==> src/rtl/condition_unit_pkg.sv <==
// Shared constants for the condition unit.
// Condition select codes and flag bit positions within {N,Z,C,V}.
package condition_unit_pkg;

  localparam int FLAG_N = 3;
  localparam int FLAG_Z = 2;
  localparam int FLAG_C = 1;
  localparam int FLAG_V = 0;

  localparam logic [3:0] COND_EQ = 4'd0;
  localparam logic [3:0] COND_NE = 4'd1;
  localparam logic [3:0] COND_GT = 4'd2;
  localparam logic [3:0] COND_GE = 4'd3;
  localparam logic [3:0] COND_LT = 4'd4;
  localparam logic [3:0] COND_LE = 4'd5;
  localparam logic [3:0] COND_NV = 4'd6;
  localparam logic [3:0] COND_AL = 4'd7;
  localparam logic [3:0] COND_HI = 4'd8;
  localparam logic [3:0] COND_HS = 4'd9;
  localparam logic [3:0] COND_LO = 4'd10;
  localparam logic [3:0] COND_LS = 4'd11;
  localparam logic [3:0] COND_MI = 4'd12;
  localparam logic [3:0] COND_PL = 4'd13;
  localparam logic [3:0] COND_VS = 4'd14;
  localparam logic [3:0] COND_VC = 4'd15;

endpackage

==> src/rtl/condition_eval.sv <==
// Combinational evaluation of one condition select against {N,Z,C,V}.
// Ports: select (COND_WIDTH), flags (4), satisfied (1).
module condition_eval
  import condition_unit_pkg::*;
#(
  parameter int COND_WIDTH = 4
) (
  input  logic [COND_WIDTH-1:0] select,
  input  logic [3:0]            flags,
  output logic                  satisfied
);

  logic [3:0] sel4;
  logic       n, z, c, v;

  // Zero-extension makes codes 8-15 unreachable at width 3.
  assign sel4 = 4'(select);
  assign n = flags[FLAG_N];
  assign z = flags[FLAG_Z];
  assign c = flags[FLAG_C];
  assign v = flags[FLAG_V];

  always_comb begin
    satisfied = 1'b0;
    unique case (sel4)
      COND_EQ: satisfied = z;
      COND_NE: satisfied = !z;
      COND_GT: satisfied = !z && (n == v);
      COND_GE: satisfied = (n == v);
      COND_LT: satisfied = (n != v);
      COND_LE: satisfied = z || (n != v);
      COND_NV: satisfied = 1'b0;
      COND_AL: satisfied = 1'b1;
      // C is the not-borrow carry.
      COND_HI: satisfied = c && !z;
      COND_HS: satisfied = c;
      COND_LO: satisfied = !c;
      COND_LS: satisfied = !c || z;
      COND_MI: satisfied = n;
      COND_PL: satisfied = !n;
      COND_VS: satisfied = v;
      COND_VC: satisfied = !v;
    endcase
  end

endmodule

==> src/rtl/condition_unit.sv <==
// Flags register with shadow, parallel condition evaluation, 1-cycle output stage.
// Ports: clock/reset, flags write/save/restore, stall/flush, per-channel cond in/out.
module condition_unit
  import condition_unit_pkg::*;
#(
  parameter int CHANNELS   = 2,
  parameter int COND_WIDTH = 4,
  parameter int FORWARD    = 1
) (
  input  logic                           clock,
  input  logic                           reset,
  input  logic                           flags_we,
  input  logic [3:0]                     flags_in,
  input  logic                           flags_save,
  input  logic                           flags_restore,
  output logic [3:0]                     flags_out,
  input  logic                           stall,
  input  logic                           flush,
  input  logic [CHANNELS-1:0]            cond_valid_in,
  input  logic [CHANNELS*COND_WIDTH-1:0] cond_select_in,
  output logic [CHANNELS-1:0]            cond_valid_out,
  output logic [CHANNELS-1:0]            cond_satisfied_out
);

  logic [3:0]          flags_q;
  logic [3:0]          shadow_q;
  logic [3:0]          eval_flags;
  logic                fwd;
  logic [CHANNELS-1:0] eval_sat;
  logic [CHANNELS-1:0] valid_q;
  logic [CHANNELS-1:0] sat_q;

  // Restore wins over a write, so a restore cycle never forwards.
  assign fwd = (FORWARD != 0) && flags_we && !flags_restore;
  assign eval_flags = fwd ? flags_in : flags_q;

  // Save samples the pre-edge register: save+restore swaps.
  always_ff @(posedge clock) begin
    if (reset) begin
      flags_q  <= 4'b0;
      shadow_q <= 4'b0;
    end else begin
      if (flags_restore) flags_q <= shadow_q;
      else if (flags_we) flags_q <= flags_in;
      if (flags_save) shadow_q <= flags_q;
    end
  end

  for (genvar k = 0; k < CHANNELS; k++) begin : g_ch
    condition_eval #(
      .COND_WIDTH(COND_WIDTH)
    ) u_eval (
      .select   (cond_select_in[k*COND_WIDTH +: COND_WIDTH]),
      .flags    (eval_flags),
      .satisfied(eval_sat[k])
    );
  end

  // Flush clears valid only; the result bits keep their last value.
  always_ff @(posedge clock) begin
    if (reset) begin
      valid_q <= '0;
      sat_q   <= '0;
    end else if (flush) begin
      valid_q <= '0;
    end else if (!stall) begin
      valid_q <= cond_valid_in;
      sat_q   <= cond_valid_in & eval_sat;
    end
  end

  assign flags_out          = flags_q;
  assign cond_valid_out     = valid_q;
  assign cond_satisfied_out = sat_q;

endmodule

==> config.mk <==
export PLATFORM = sky130hd
export DESIGN_NAME = condition_unit
export DESIGN_NICKNAME = d
export VERILOG_FILES = /design/src/rtl/condition_unit_pkg.sv /design/src/rtl/condition_eval.sv /design/src/rtl/condition_unit.sv
export SDC_FILE = /design/constraint.sdc
export NUM_CORES = 1
export LEC_CHECK = 0
export CAP_MARGIN = 20
export CORE_MARGIN = 1.5
export CORE_UTILIZATION = 40
export CTS_BUF_LIST = sky130_fd_sc_hd__clkbuf_8
export DETAILED_ROUTE_END_ITERATION = 8
export DONT_BUFFER_PORTS = 1
export GPL_TIMING_DRIVEN = 0
export SYNTH_ARGS = -nofsm -noshare
export SYNTH_HDL_FRONTEND = slang
export SYNTH_SLANG_ARGS = --single-unit
==> constraint.sdc <==
create_clock -name clock -period 2.2 [get_ports clock]
set_input_delay 0.33 -clock clock [delete_from_list [all_inputs] [get_ports clock]]
set_output_delay 0.33 -clock clock [all_outputs]
set_load 0.005 [all_outputs]
* Word level (Yosys, flattened, before mapping)
Cells that the tools add are included.
** Word-level totals
- Register bits :: 12
- Bits in latches :: 0
- Bits in writable memories :: 0
- ROM bits :: 0
- Input port bits :: 21
- Output and inout port bits :: 8
- Word-level logic and storage cells :: 59
- Memories :: 0
** Cells by class
- Add/sub/neg operators :: 0
- Multiply operators :: 0
- Div/mod/pow operators :: 0
- Magnitude comparators :: 0
- Equal/unequal tests :: 32
- Shift operators :: 0
- Multiplexer cells :: 5
- Bitwise operators :: 3
- Reductions and logical operators :: 15
** Operators by type and width (count)
- $eq 4x4->1 const B :: 16
- $eq 4x3->1 const B :: 8
- $pmux 1 s16 :: 2
- $eq 4x2->1 const B :: 4
- $mux 4 :: 3
- $eq 4x1->1 const B :: 2
- $logic_not 4->1 :: 2
- $logic_not 1->1 :: 5
- $logic_and 1x1->1 :: 3
- $and 2x2->2 :: 1
- $logic_or 1x1->1 :: 2
- $not 1->1 :: 2
- $reduce_and 2->1 :: 1
- $reduce_bool 2->1 :: 1
- $reduce_or 2->1 :: 1
- $eq 1x1->1 :: 1
- $ne 1x1->1 :: 1

* Longest topological paths before layout
- Depth in word-level cells :: 7
- Gate-level depth with buffers :: 7
- Depth with buffers taken out :: 5

* Modules after synthesis
From an unflattened synthesis, not the netlist that was laid out.
** Unflattened totals
- Cells, all modules :: 111
- Area, all modules :: 985.9 um2
** Modules (own cells, without submodules)
- condition_unit :: instances 1, cells each 51, area each 560.5 um2, sequential area each 240.2 um2
- condition_eval :: instances 2, cells each 30, area each 212.7 um2, sequential area each 0.0 um2

* Worst setup path before layout
No wires, ideal clock.
- Path kind :: in2reg
- Start point :: input port flags_we
- End point :: register sat_q[1] (netlist: cond_satisfied_out[1])
- Setup time :: 117 ps
- Data arrival time :: 1632 ps
- Required time :: 2083 ps
- Setup slack :: 451 ps
- Cell stages on the path :: 7
- Buffers on the path :: 2
- Cell sequence :: buf_6 nor2b_4 buf_6 mux4_2 a211oi_2 o21ai_1 a22o_1
** On the way
- Word-level cells in the longest chain between the ends :: 6
- Elaborated cells between the ends (all ways) :: 14
- Those cells by class :: eq/ne (2); mux (2); bitwise (1); reduce/logical (9)
** Ends and longest elaborated chain
- start: declaration :: line condition_unit.sv:12 : input logic flags_we,
- $logic_and 1x1->1 (*) :: line condition_unit.sv:34 : assign fwd = (FORWARD != 0) && flags_we && !flags_restore;
- $mux 4 (*) :: line condition_unit.sv:35 : assign eval_flags = fwd ? flags_in : flags_q;
- $ne 1x1->1 (tied with other cells) :: line condition_eval.sv:30, condition_eval.sv:31
- $logic_or 1x1->1 (tied with other cells) :: line condition_eval.sv:31 : COND_LE: satisfied = z || (n != v);
- $pmux 1 s16 (*) :: line condition_eval.sv:25 : unique case (sel4)
- $and 2x2->2 (*) :: line condition_unit.sv:68 : sat_q <= cond_valid_in & eval_sat;
- end signal: assignment :: line condition_unit.sv:68
- end: declaration :: line condition_unit.sv:31 : logic [CHANNELS-1:0] sat_q;
Every way passes the cells marked *; elsewhere a longest branch is shown, timed or not.
A chain may end at the register's enable or synchronous reset.

* Worst setup path after layout
- Start point :: register flags_q[2] (netlist: flags_out[2])
- End point :: register sat_q[1] (netlist: cond_satisfied_out[1])
** On the way
- Word-level cells in the longest chain between the ends :: 5
- Elaborated cells between the ends (all ways) :: 8
- Those cells by class :: mux (2); bitwise (1); reduce/logical (5)
** Ends and longest elaborated chain
- start: declaration :: line condition_unit.sv:25 : logic [3:0] flags_q;
- start signal: assignment :: line condition_unit.sv:43 : if (flags_restore) flags_q <= shadow_q;
- start signal: assignment :: line condition_unit.sv:44 : else if (flags_we) flags_q <= flags_in;
- $mux 4 (*) :: line condition_unit.sv:35
- $logic_not 1->1 :: line condition_eval.sv:27, condition_eval.sv:28, condition_eval.sv:35
- $logic_and 1x1->1, on equally long branches :: line condition_eval.sv:35, condition_eval.sv:28
- $pmux 1 s16 (*) :: line condition_eval.sv:25
- $and 2x2->2 (*) :: line condition_unit.sv:68
Marked as above.

==> flow_summary.json <==
{
  "tritoncts": "yes",
  "max-slew-margin-rel": 0.743,
  "critPathArrivalTime_ns": 1.77,
  "power.internal_mw": 0.438,
  "period_share": 0.741,
  "grt_max_degree": 11,
  "critPathSlowestCell": "dfxtp_1",
  "nFillCells": 220,
  "netlist_instances": 102,
  "layout.cells.non_filler": 134,
  "fin_util": 0.459,
  "ios": 29,
  "hold_viol": 0,
  "critPathTopFamily": "flip-flops",
  "row_count": 17,
  "die_w_um": 50.6,
  "yosys_warnings": 0,
  "rsz0062_at_grt": "false",
  "timing.critical_path.buf_inv": 0,
  "die_y_um": 50.6,
  "path_max_fanout": 7,
  "combPwrFrac": 0.176,
  "seqPwrFrac": 0.401,
  "path_class": "register to register",
  "vias": 755,
  "syn-cell-area_um2": 906,
  "layout-drive-gt1-share": 0.132,
  "start_util": 0.418,
  "syn_to_final_growth_pct": 9.94,
  "crit_chain": "nor2b_1, mux4_2, a211oi_2, o21ai_1, a22o_1",
  "dr.pass1.iters": 4,
  "ys_types": 34,
  "switching_share": 0.245,
  "worst_slew_pin_slew_ns": 0.375,
  "clock_sinks": 12,
  "post_cts_buffers": 0,
  "ant_nets": 0,
  "setup_viol": 0,
  "powerDensity_mw_per_mm2": 582,
  "final_max_slew_viol_count": 0,
  "track_usage": 0.170,
  "cp_data_required_time_ns": 2.34,
  "gp_congestion": 0.759,
  "grt_pass1_wl_mm": 3.19,
  "pre_cts_slack_ns": 0.368,
  "wl_per_cell_um": 14.1,
  "h-tree-depth": 1,
  "vias_per_cell": 5.63,
  "post-route-drc-count": 0,
  "drv_cap": 0,
  "ys_seq_area_frac": 0.265,
  "layout_commonest_cell": "nor2_1",
  "avgSynthCellArea_um2": 8.88,
  "cts_resized": 0,
  "path_clk_slew_ns": 0.05,
  "layout_common_cells": "nor2_1, mux2i_1, dfxtp_1",
  "fmaxAchievable_mhz": 613,
  "n_antenna_cell": 0,
  "synthesis.nets": 123,
  "postCtsHoldBufs": 0,
  "setup-tns-final_ns": 0,
  "io_buffers": 0,
  "final_nets": 128,
  "dieArea_mm2": 0.00256,
  "power_leakage_nw": 0.377,
  "postLayoutSetupSlackWorst_ns": 0.570,
  "period_needed_ns": 1.63,
  "vdd_ir_drop_max_uv": 466,
  "status": "complete, no violations",
  "cts-root-buf": "clkbuf_8",
  "synth-seq-cells": 12,
  "ys_async_sr_fraction": 0,
  "skew_ns": 0.000807,
  "grt_overflow_total": 0,
  "power_mw": 0.580,
  "slowest_delay_ns": 0.48,
  "design.core.area_mm2": 0.00217,
  "cp-start-kind": "register",
  "grt_pass1_vias": 699,
  "p_sw_mw": 0.142,
  "synth-edff-count": 0,
  "cts_max_path_buffers": 2,
  "dp_cells": 130,
  "clk_latency_ns": 0.24,
  "clkPwrFrac": 0.423,
  "synthFlopType": "dfxtp_1",
  "cp-end-kind": "register",
  "drt-total-wl_mm": 1.89,
  "min_path_type": "input pin to register",
  "drt_iter0_drc": 5,
  "antenna_found_initial": 0,
  "cts_buffers": 3,
  "hpwl_mm": 1.50
}
[cells in the mapped netlist (4+ instances only)]
master	n	area, µm²
a21oi_1	5	25.0
nor2_1	16	60.1
nand2_1	8	30.0
nor2b_1	4	25.0
dfxtp_1	12	240
mux2i_1	13	130
[worst register-to-register path: cells and delay by family (launching register included)]
| family | cells | cell delay (ns) |
|---|---|---|
| muxes | 1 | 0.47 |
| DFF | 1 | 0.48 |
| AOI/OAI and AO/OA | 3 | 0.46 |
| and+or+nand+nor | 1 | 0.11 |
[power by group through the flow]
| stage | Combinational (mW) | Clock, mW | Sequential [mW] |
|---|---|---|---|
| finish | 0.102 | 0.245 | 0.233 |
| global route | 0.113 | 0.256 | 0.234 |
| CTS | 0.103 | 0.249 | 0.233 |
| detailed placement | 0.102 | 0 | 0.237 |
| global placement | 0.101 | 0 | 0.237 |
| floorplan | 0.0892 | 0 | 0.235 |
[through the flow]
stage | hold WS (ns) | cell area [µm²]
3_3_place_gp | 0.411 | 941
6_report | 0.154 | 996
4_1_cts | 0.149 | 996
2_1_floorplan | 0.408 | 906
5_1_grt | 0.149 | 996
3_5_place_dp | 0.415 | 941
[cell type report]
type	instances	area (µm²)	area share
Clock buffer	4	55.1	0.0553
Sequential cell	12	240	0.241
Multi-Input combinational cell	82	613	0.616
Inverter	3	11.3	0.0113
Tap cell	28	35.0	0.0352
Buffer	5	41.3	0.0415
[registers in the layout, indices dropped and copies added (netlist names)]
| name | flops |
|---|---|
| flags_out | 4 |
| shadow_q | 4 |
| cond_valid_out | 2 |
| cond_satisfied_out | 2 |
[final timing paths]
check / startpoint / end / slack (ns) / cells after the start
worst min-delay path: flush / cond_valid_out[1] / 0.15 / 1
worst min register to register: cond_valid_out[1] / cond_valid_out[1] / 0.48 / 2
worst max register to register: flags_out[2] / cond_satisfied_out[1] / 0.57 / 5
worst max-delay path: flags_out[2] / cond_satisfied_out[1] / 0.57 / 5
[routing by layer]
layer / vias up / GRT usage / routed length [µm] / share of wire
met5: - / 0 / 0 / 0
met4: 0 / 0.108 / 55 / 0.029
met3: 5 / 0.0595 / 165 / 0.087
met2: 27 / 0.228 / 775 / 0.41
met1: 344 / 0.228 / 891 / 0.47
li1: 379 / - / - / -
[cells by family (layout without fill, tap and decap cells)]
group                  Yosys count  in the layout  share of synthesized area
AO/OA/AOI/OAI                   20             20                      0.166
XOR/XNOR                         6              6                     0.0580
buffers and inverters            8             12                     0.0580
flip-flops                      12             12                      0.265
multiplexers                    18             18                      0.246
AND/OR/NAND/NOR                 38             38                      0.207
Note: power is estimated with default switching activity, not from simulation.
